--- config.mk ---
export PLATFORM = sky130hd
export DESIGN_NAME = decode_rf
export DESIGN_NICKNAME = d
export VERILOG_FILES = /design/src/rtl/decode_rf.sv
export SDC_FILE = /design/constraint.sdc
export NUM_CORES = 2
export LEC_CHECK = 0
export ABC_AREA = 1
export CAP_MARGIN = 0
export CELL_PAD_IN_SITES_DETAIL_PLACEMENT = 0
export CELL_PAD_IN_SITES_GLOBAL_PLACEMENT = 1
export CORE_ASPECT_RATIO = 1.75
export CORE_MARGIN = 2
export CORE_UTILIZATION = 45
export DETAILED_ROUTE_END_ITERATION = 10
export PLACE_DENSITY = 0.89
export SYNTH_ARGS = -nofsm -noshare
export SYNTH_HDL_FRONTEND = slang
export SYNTH_SLANG_ARGS = --single-unit
--- constraint.sdc ---
create_clock -name clk -period 4.1 [get_ports clk]
set_input_delay 0.82 -clock clk [delete_from_list [all_inputs] [get_ports clk]]
set_output_delay 0.82 -clock clk [all_outputs]
set_load 0.02 [all_outputs]
--- src/rtl/decode_rf.sv ---
// Y86-64 decode stage: owns the register file written by write-back, derives source and
// destination register ids from icode, reads operands with write bypass and registers the bundle.
module decode_rf #(
  parameter int unsigned DATA_W = 64,
  parameter int unsigned NREG   = 15
) (
  input  logic              clk,
  input  logic              rst,
  // Fetch side
  input  logic              in_valid,
  output logic              in_ready,
  input  logic [3:0]        in_icode,
  input  logic [3:0]        in_ifun,
  input  logic [3:0]        in_rA,
  input  logic [3:0]        in_rB,
  input  logic [DATA_W-1:0] in_valC,
  input  logic [DATA_W-1:0] in_valP,
  // Write-back ports
  input  logic [3:0]        w_dstE,
  input  logic [DATA_W-1:0] w_valE,
  input  logic [3:0]        w_dstM,
  input  logic [DATA_W-1:0] w_valM,
  // Execute side
  output logic              out_valid,
  input  logic              out_ready,
  output logic [3:0]        out_icode,
  output logic [3:0]        out_ifun,
  output logic [3:0]        out_srcA,
  output logic [3:0]        out_srcB,
  output logic [3:0]        out_dstE,
  output logic [3:0]        out_dstM,
  output logic [DATA_W-1:0] out_valA,
  output logic [DATA_W-1:0] out_valB,
  output logic [DATA_W-1:0] out_valC,
  output logic              out_err
);

  localparam logic [3:0] RegNone = 4'hF;
  localparam logic [3:0] RegRsp  = 4'h4;

  localparam logic [3:0] IHalt   = 4'h0;
  localparam logic [3:0] INop    = 4'h1;
  localparam logic [3:0] IRrmov  = 4'h2;
  localparam logic [3:0] IIrmov  = 4'h3;
  localparam logic [3:0] IRmmov  = 4'h4;
  localparam logic [3:0] IMrmov  = 4'h5;
  localparam logic [3:0] IOp     = 4'h6;
  localparam logic [3:0] IJxx    = 4'h7;
  localparam logic [3:0] ICall   = 4'h8;
  localparam logic [3:0] IRet    = 4'h9;
  localparam logic [3:0] IPush   = 4'hA;
  localparam logic [3:0] IPop    = 4'hB;

  typedef struct packed {
    logic [3:0]        icode;
    logic [3:0]        ifun;
    logic [3:0]        src_a;
    logic [3:0]        src_b;
    logic [3:0]        dst_e;
    logic [3:0]        dst_m;
    logic [DATA_W-1:0] val_a;
    logic [DATA_W-1:0] val_b;
    logic [DATA_W-1:0] val_c;
    logic              err;
  } bundle_t;

  localparam bundle_t BundleRst = '{
    icode: 4'h0, ifun: 4'h0,
    src_a: RegNone, src_b: RegNone, dst_e: RegNone, dst_m: RegNone,
    val_a: '0, val_b: '0, val_c: '0, err: 1'b0
  };

  // ---------------------------------------------------------------------------------------------
  // Register file
  // ---------------------------------------------------------------------------------------------
  logic [DATA_W-1:0] rf_q [NREG];
  logic [DATA_W-1:0] rf_d [NREG];

  // Id 0xF never matches an index, so writes to "none" fall out naturally; M has priority.
  always_comb begin
    for (int unsigned i = 0; i < NREG; i++) begin
      rf_d[i] = rf_q[i];
      if (w_dstM == 4'(i)) begin
        rf_d[i] = w_valM;
      end else if (w_dstE == 4'(i)) begin
        rf_d[i] = w_valE;
      end
    end
  end

  always_ff @(posedge clk) begin
    if (rst) begin
      for (int unsigned i = 0; i < NREG; i++) begin
        rf_q[i] <= '0;
      end
    end else begin
      for (int unsigned i = 0; i < NREG; i++) begin
        rf_q[i] <= rf_d[i];
      end
    end
  end

  // ---------------------------------------------------------------------------------------------
  // Register id derivation
  // ---------------------------------------------------------------------------------------------
  logic [3:0] src_a;
  logic [3:0] src_b;
  logic [3:0] dst_e;
  logic [3:0] dst_m;

  always_comb begin
    src_a = RegNone;
    unique case (in_icode)
      IRrmov, IRmmov, IOp, IPush: src_a = in_rA;
      IRet, IPop:                 src_a = RegRsp;
      default:                    src_a = RegNone;
    endcase
  end

  always_comb begin
    src_b = RegNone;
    unique case (in_icode)
      IRmmov, IMrmov, IOp:     src_b = in_rB;
      ICall, IRet, IPush, IPop: src_b = RegRsp;
      default:                 src_b = RegNone;
    endcase
  end

  // cmov shares dst_e = rB with rrmovq; the condition is resolved in execute.
  always_comb begin
    dst_e = RegNone;
    unique case (in_icode)
      IRrmov, IIrmov, IOp:      dst_e = in_rB;
      ICall, IRet, IPush, IPop: dst_e = RegRsp;
      default:                  dst_e = RegNone;
    endcase
  end

  always_comb begin
    dst_m = RegNone;
    unique case (in_icode)
      IMrmov, IPop: dst_m = in_rA;
      default:      dst_m = RegNone;
    endcase
  end

  // ---------------------------------------------------------------------------------------------
  // Operand read with same-cycle write-back bypass
  // ---------------------------------------------------------------------------------------------
  logic [3:0]        rd_id  [2];
  logic [DATA_W-1:0] rd_val [2];

  assign rd_id[0] = src_a;
  assign rd_id[1] = src_b;

  always_comb begin
    for (int p = 0; p < 2; p++) begin
      rd_val[p] = '0;
      if (rd_id[p] != RegNone) begin
        if (rd_id[p] == w_dstM) begin
          rd_val[p] = w_valM;
        end else if (rd_id[p] == w_dstE) begin
          rd_val[p] = w_valE;
        end else begin
          for (int unsigned i = 0; i < NREG; i++) begin
            if (rd_id[p] == 4'(i)) begin
              rd_val[p] = rf_q[i];
            end
          end
        end
      end
    end
  end

  // ---------------------------------------------------------------------------------------------
  // Output bundle register and handshake
  // ---------------------------------------------------------------------------------------------
  bundle_t bundle_new;
  bundle_t bundle_d;
  bundle_t bundle_q;
  logic    out_valid_d;
  logic    out_valid_q;
  logic    capture;

  // Invalid icodes resolve to all-0xF ids, so their operand reads are already zero.
  always_comb begin
    bundle_new       = BundleRst;
    bundle_new.icode = in_icode;
    bundle_new.ifun  = in_ifun;
    bundle_new.src_a = src_a;
    bundle_new.src_b = src_b;
    bundle_new.dst_e = dst_e;
    bundle_new.dst_m = dst_m;
    bundle_new.val_a = (in_icode == IJxx || in_icode == ICall) ? in_valP : rd_val[0];
    bundle_new.val_b = rd_val[1];
    bundle_new.val_c = in_valC;
    bundle_new.err   = (in_icode > IPop);
  end

  assign in_ready = !out_valid_q || out_ready;
  assign capture  = in_valid && in_ready;

  always_comb begin
    bundle_d    = bundle_q;
    out_valid_d = out_valid_q;
    if (capture) begin
      bundle_d    = bundle_new;
      out_valid_d = 1'b1;
    end else if (out_ready) begin
      out_valid_d = 1'b0;
    end
  end

  always_ff @(posedge clk) begin
    if (rst) begin
      bundle_q    <= BundleRst;
      out_valid_q <= 1'b0;
    end else begin
      bundle_q    <= bundle_d;
      out_valid_q <= out_valid_d;
    end
  end

  assign out_valid = out_valid_q;
  assign out_icode = bundle_q.icode;
  assign out_ifun  = bundle_q.ifun;
  assign out_srcA  = bundle_q.src_a;
  assign out_srcB  = bundle_q.src_b;
  assign out_dstE  = bundle_q.dst_e;
  assign out_dstM  = bundle_q.dst_m;
  assign out_valA  = bundle_q.val_a;
  assign out_valB  = bundle_q.val_b;
  assign out_valC  = bundle_q.val_c;
  assign out_err   = bundle_q.err;

  // Halt and nop need no special handling: they fall through to all-0xF ids.
  logic unused_icodes;
  assign unused_icodes = ^{IHalt, INop};

endmodule

-- After elaboration in Yosys (flattened, before gate mapping)
Memory sizes are Yosys's and may differ from the RTL's.
Cells that the tools add are included.
- output and inout bits: 219
- memories kept: 1
- RAM bits: 960
- register bits: 218
- equal/unequal tests: 72
- $lt $le $gt $ge: 1
- bitwise gates (word level): 15
- muxes and demuxes: 91
- reduce and logical (&&, ||, !) cells: 15
- memories (memory ; words ; width ; rd ports ; clocked after Yosys merged registers in ; wr ports ; line ; source):
    rf_q ; 15 ; 64 ; 15 ; 0 ; 15 ; 76 ; logic [DATA_W-1:0] rf_q [NREG];
- operators by type and width (cell ; number):
    64-bit 2-to-1 mux ; 82
    4-bit == test (second input constant) ; 32
    4-bit by 3-bit == test with 1-bit output (second input constant) ; 20
    4-bit by 2-bit == test with 1-bit output (second input constant) ; 10
    4-bit case mux with 2 select lines ; 3
    4-bit by 1-bit == test with 1-bit output (second input constant) ; 4
    4-bit == test ; 4
    4-bit logical NOT ; 4
    1-bit OR ; 15
    4-bit inequality test (second input constant) ; 2
    4-bit OR reduction ; 2
    3-bit OR reduction ; 2
    1-bit 2-to-1 mux ; 5
    4-bit greater-than comparator (second input constant) ; 1
    4-bit 2-to-1 mux ; 1
    2-bit OR reduction ; 2
    1-bit logical OR ; 2
    2-bit nonzero test ; 1
    1-bit logical AND ; 1
    1-bit logical NOT ; 1

-- Depth between registers and ports, before layout
- word-level depth: 23
- mapped depth: 21

-- Worst setup path after synthesis
No wires, ideal clock.
- kind: input -> register
- start point: input in_icode[1]
- end point: register bundle_q, in the netlist out_valB[17]
- stages: 19
- library setup time: 0.132 ns
- required time: 3.968 ns
- data arrival time: 2.578 ns
- slack: 1.390 ns
- buffers on the path: 2
- cell sequence: nand2_1 -> nand3_1 -> nand2_2 -> nand2_2 -> nor2_4 -> inv_2 -> buf_2 -> buf_2 -> nor2_1 -> o21bai_1 -> nand4_1 -> nor2_1 -> nand4_1 -> nor2_1 -> nand2_1 -> nand2_1 -> nand2_1 -> nand2_1 -> a21oi_1
- longest elaborated chain between the ends: 22
- ends and longest elaborated chain (item ; line ; source):
    start: declaration ; 12 ; input logic [3:0] in_icode,
    4-bit == test or 4-bit by 3-bit == test with 1-bit output (tied branches) ; 122 ; unique case (in_icode)
    4-bit OR reduction or 3-bit OR reduction (tied branches) ; 122 ;
    4-bit case mux with 2 select lines * ; 122 ;
    4-bit logical NOT ; 166 ; if (rd_id[p] == 4'(i)) begin
    64-bit 2-to-1 mux (15 in series) ; 166 ;
    64-bit 2-to-1 mux ; 162 ; end else if (rd_id[p] == w_dstE) begin
    64-bit 2-to-1 mux ; 160 ; if (rd_id[p] == w_dstM) begin
    64-bit 2-to-1 mux * ; 159 ; if (rd_id[p] != RegNone) begin
    end signal: assignment ; 216 ; bundle_q <= BundleRst;
    end signal: assignment ; 219 ; bundle_q <= bundle_d;
    end: declaration ; 180 ; bundle_t bundle_q;
Every way passes the cells marked *; elsewhere a longest branch is shown, timed or not.
A chain may end at the register's enable or synchronous reset.

-- Worst setup path after layout
- start point: input in_icode[2]
- end point: register bundle_q, in the netlist out_valA[43]
- longest elaborated chain between the ends: 23
- ends and longest elaborated chain (item ; line ; source):
    4-bit == test, or another cell as far along ; 113 ; unique case (in_icode)
    4-bit OR reduction or 2-bit OR reduction (tied branches) ; 113 ;
    4-bit case mux with 2 select lines ; 113 ;
    4-bit logical NOT ; 166 ;
    64-bit 2-to-1 mux (15 in series) ; 166 ;
    64-bit 2-to-1 mux ; 162 ;
    64-bit 2-to-1 mux ; 160 ;
    64-bit 2-to-1 mux ; 159 ;
    64-bit 2-to-1 mux * ; 194 ; bundle_new.val_a = (in_icode == IJxx || in_icode == ICall) ? in_valP : rd_val[0];
Marked as above.

==> metrics.csv <==
stage;metric;value;unit
status;status;finished, final reports clean;
logic_synthesis;Seq/Total Area, Yosys;34.97;%
cells_and_area;Area Growth Syn to Fin;21.00;%
clock_network;root buffer cell;clkbuf_16;
clock_network;postcts setup bufs;0;
logic_synthesis;FFs w/ async S/R, synth;0;%
logic_synthesis;EDFF count, synth;0;
sta;setup tns final;0;ps
worst_setup_path;CP most frequent cell;nand2_1;
cells_and_area;footprint of the multi-input gates;0.03673;sq mm
clock_network;CTS resizes;0;
global_routing;GRT met2 Usage;72.07;%
cells_and_area;final instance area;0.08160;sq mm
clock_network;CTS Sinks;1178;
cells_and_area;Register Area;0.02358;sq mm
sta;Worst Max-Slew Pin Slew;1353;ps
pwr;Int Pwr;21.18;mW
placed_design;PortBufs;502;
clock_network;H-tree depth;3;
global_routing;vias in the first global route;77166;
worst_setup_path;Worst setup EP type;flip-flop;
logic_synthesis;Distinct cells, synth;31;
clock_network;CTS tree;yes;
placed_design;Detail Placement HPWL;239300;um
floorplanning;I/O Pins;503;
worst_setup_path;crit path max fanout;19;
global_routing;grt ovf;0;
routing;DRC;0;
logic_synthesis;Post-Syn Nets;11412;
worst_setup_path;critical path class;in2reg;
job;max_cap viols;0;
routing;Post-Route WL;369600;um
pwr;Seq pwr share;41.1;%
pwr;maximum VDD drop;0.3635;mV
sta;Final Hold Fails;0;
logic_synthesis;Post-Syn Area;0.06743;sq mm
cells_and_area;Layout Nets;11515;
pwr;clock share of power;41.9;%
sta;fin crit period;3973;ps
logic_synthesis;synthesized flop and latch total;1178;
global_routing;overall global routing resource usage;46.51;%
routing;WL/cell;27.70;um
sta;Achievable Freq;0.2517;GHz
logic_synthesis;Most used DFF post-synth;dfxtp_1;
floorplanning;Std-Cell Core Area;0.1494;sq mm
worst_setup_path;critical path cell sequence;clkdlybuf4s50_1 -> inv_2 -> nand2_1 -> nand2_2 -> nand3_1 -> nand2_1 -> nand2_1 -> buf_4 -> nor2_4 -> buf_12 -> buf_12 -> nand2_1 -> nand3_1 -> nor2_1 -> nand3_1 -> nor2_1 -> nand4_1 -> nor2_1 -> nand4_1 -> nand2_1 -> nand2_1 -> nand2_1 -> a21oi_1;
sta;worst relative slew slack;9.556;%
logic_synthesis;syn avg cell area;6.060;sq um
global_routing;first-pass GRT wire length;522800;um
global_routing;initial antenna violation count;36;
worst_hold_path;Worst Hold Class;in2reg;
routing;DR iter-0 viols;12148;
floorplanning;die width;296.6;um
global_routing;routing usage on met1;52.55;%
pwr;Design Power;30.63;mW
placed_design;Cell Area, Placed;0.07710;sq mm
pwr;NetSw;9.449;mW
logic_synthesis;top-count cell post-synth;nand2_1;
cells_and_area;final design utilization;54.63;%
sta;period utilisation layout;96.90;%
placed_design;pre-CTS setup slack;-127.1;ps
worst_setup_path;max incr delay on CP;660;ps
worst_setup_path;worst endpoint data arrival time;4640;ps
floorplanning;Cell Rows;188;
routing;via/cell ratio;6.253;
cells_and_area;fillers;14953;
cells_and_area;fraction of layout cells with a size suffix above 1;7.208;%
sta;RSZ-0062 raised after global routing;no;
worst_setup_path;cell family with most CP delay;simple AND/OR/NAND/NOR gates;
logic_synthesis;top cells by count, synth;2789 x nand2_1, 2298 x o21ai_0, 1303 x a21oi_1;
pwr;Combinational Power Share;17.1;%
worst_setup_path;CP Launch Type;primary input;
floorplanning;Initial Util;45.15;%
global_routing;GR peak layer;met2;
clock_network;Longest Clk Path Bufs;3;
floorplanning;die area;0.1531;sq mm
clock_network;Skew-Pair Late Insertion Delay;790;ps
routing;TritonRoute pass-1 iters;10;
pwr;Cell Pwr Density;375.3;mW/mm^2
sta;clock skew;22.59;ps
placed_design;gpl congestion;1.036;
clock_network;Hold Buf Count CTS;0;
logic_synthesis;Synth area leader;dfxtp_1;
logic_synthesis;yosys warns;0;
sta;max-slew violation count;0;
floorplanning;Die Y;516.1;um
clock_network;clock-pin slew on the worst setup and hold paths;70;ps
global_routing;grt met3 use;13.85;%
sta;final setup violation count;0;
pwr;Leakage;31.55;nW
worst_setup_path;critical path data required time;4760;ps
worst_setup_path;Crit-path slowest cell;clkdlybuf4s50_1;
routing;routed via count;83434;
logic_synthesis;ranking of synthesized cells by area;dfxtp_1 35%, o21ai_0 17%, nand2_1 16%;
logic_synthesis;cells after synthesis;11128;
global_routing;pin count of the biggest net entering global routing;186;
routing;post-route ant nets;0;
sta;post-route setup slack;127.0;ps
logic_synthesis;share of the synthesized area in the top cell type;34.97;%
pwr;sw frac;30.85;%
clock_network;CTS Buf Count;119;
worst_setup_path;CP Buf/Inv Count;5;
==> worst reg2reg max path: stages, from the launching register on <==
cell	delay [ps]
dfxtp_1	390
nand4_1	340
nand3_1	190
nor2_1	120
nand4_1	90
nor2_1	130
nand4_1	120
nor2_1	180
nand4_1	150
nand2_1	90
nand2_1	120
nand2_1	120
a21oi_1	60
==> power groups by stage <==
stage	logic [mW]	registers [mW]	clock network (mW)
6_report	5.23	12.6	12.8
3_3_place_gp	4.93	12.8	0
3_5_place_dp	4.98	12.8	0
4_1_cts	5.00	12.5	12.8
2_1_floorplan	2.42	12.8	0
5_1_grt	5.49	12.6	13.2
==> registers in the layout, indices dropped and copies added (netlist names) <==
register / count
out_valB: 64
out_ifun: 4
out_valC: 64
out_srcB: 4
out_dstE: 4
out_valid: 1
out_srcA: 4
rf_q: 960
out_dstM: 4
out_err: 1
out_valA: 64
out_icode: 4
==> through the flow <==
step                      std cells  hold slack, ps
after floorplan               11128           445.3
after global placement        13105           451.5
after CTS                     13330           439.9
after global routing          13335           444.8
after detailed placement      13105           455.1
final                         13344           446.9
==> final timing paths <==
kind                     start           end  slack, ps  depth (start not counted)
setup / recovery   in_icode[2]  out_valA[43]        130                         23
hold / removal             rst  rf_q[1][345]        450                          2
setup reg to reg   rf_q[0][48]  out_valA[48]       1870                         12
hold reg to reg   rf_q[1][335]  rf_q[1][335]        460                          2
==> kinds of logic (layout without fill, tap and decap cells) <==
group,after synthesis,after routing,share of synthesized area [%]
buffers and inverters,1976,2183,11.11
AOI/OAI and AO/OA,3828,3828,28.94
DFF,1178,1178,34.97
and+or+nand+nor,4136,4136,24.85
xor gates and xnor gates,10,10,0.1299
other,0,14,0
==> per-layer routing <==
layer  up-vias  part of all wire [%]
met4        20                   9.5
met3      2016                    13
met1     38178                    34
met2      6514                    44
li1      36706                     -
met5         -                 0.072
==> layout make-up <==
cell class	count	share of cell area (%)
clock buffer	161	4.261
clock inverter	64	1.205
multi-input combinational	7974	45.01
timing repair buffer	959	12.88
tap	1995	3.059
antenna	14	0.04294
inverter	999	4.631
sequential	1178	28.90
==> cell usage in the layout (no fill, tap or decap), drive strengths merged, types with 227 or more instances in the layout <==
cell           count
nor2             763
buf              458
inv              986
nand2           2797
clkdlybuf4s50    501
o21ai           2383
nand4            291
a21oi           1304
dfxtp           1178
nand3            227
Note: power is estimated with default switching activity, not from simulation.
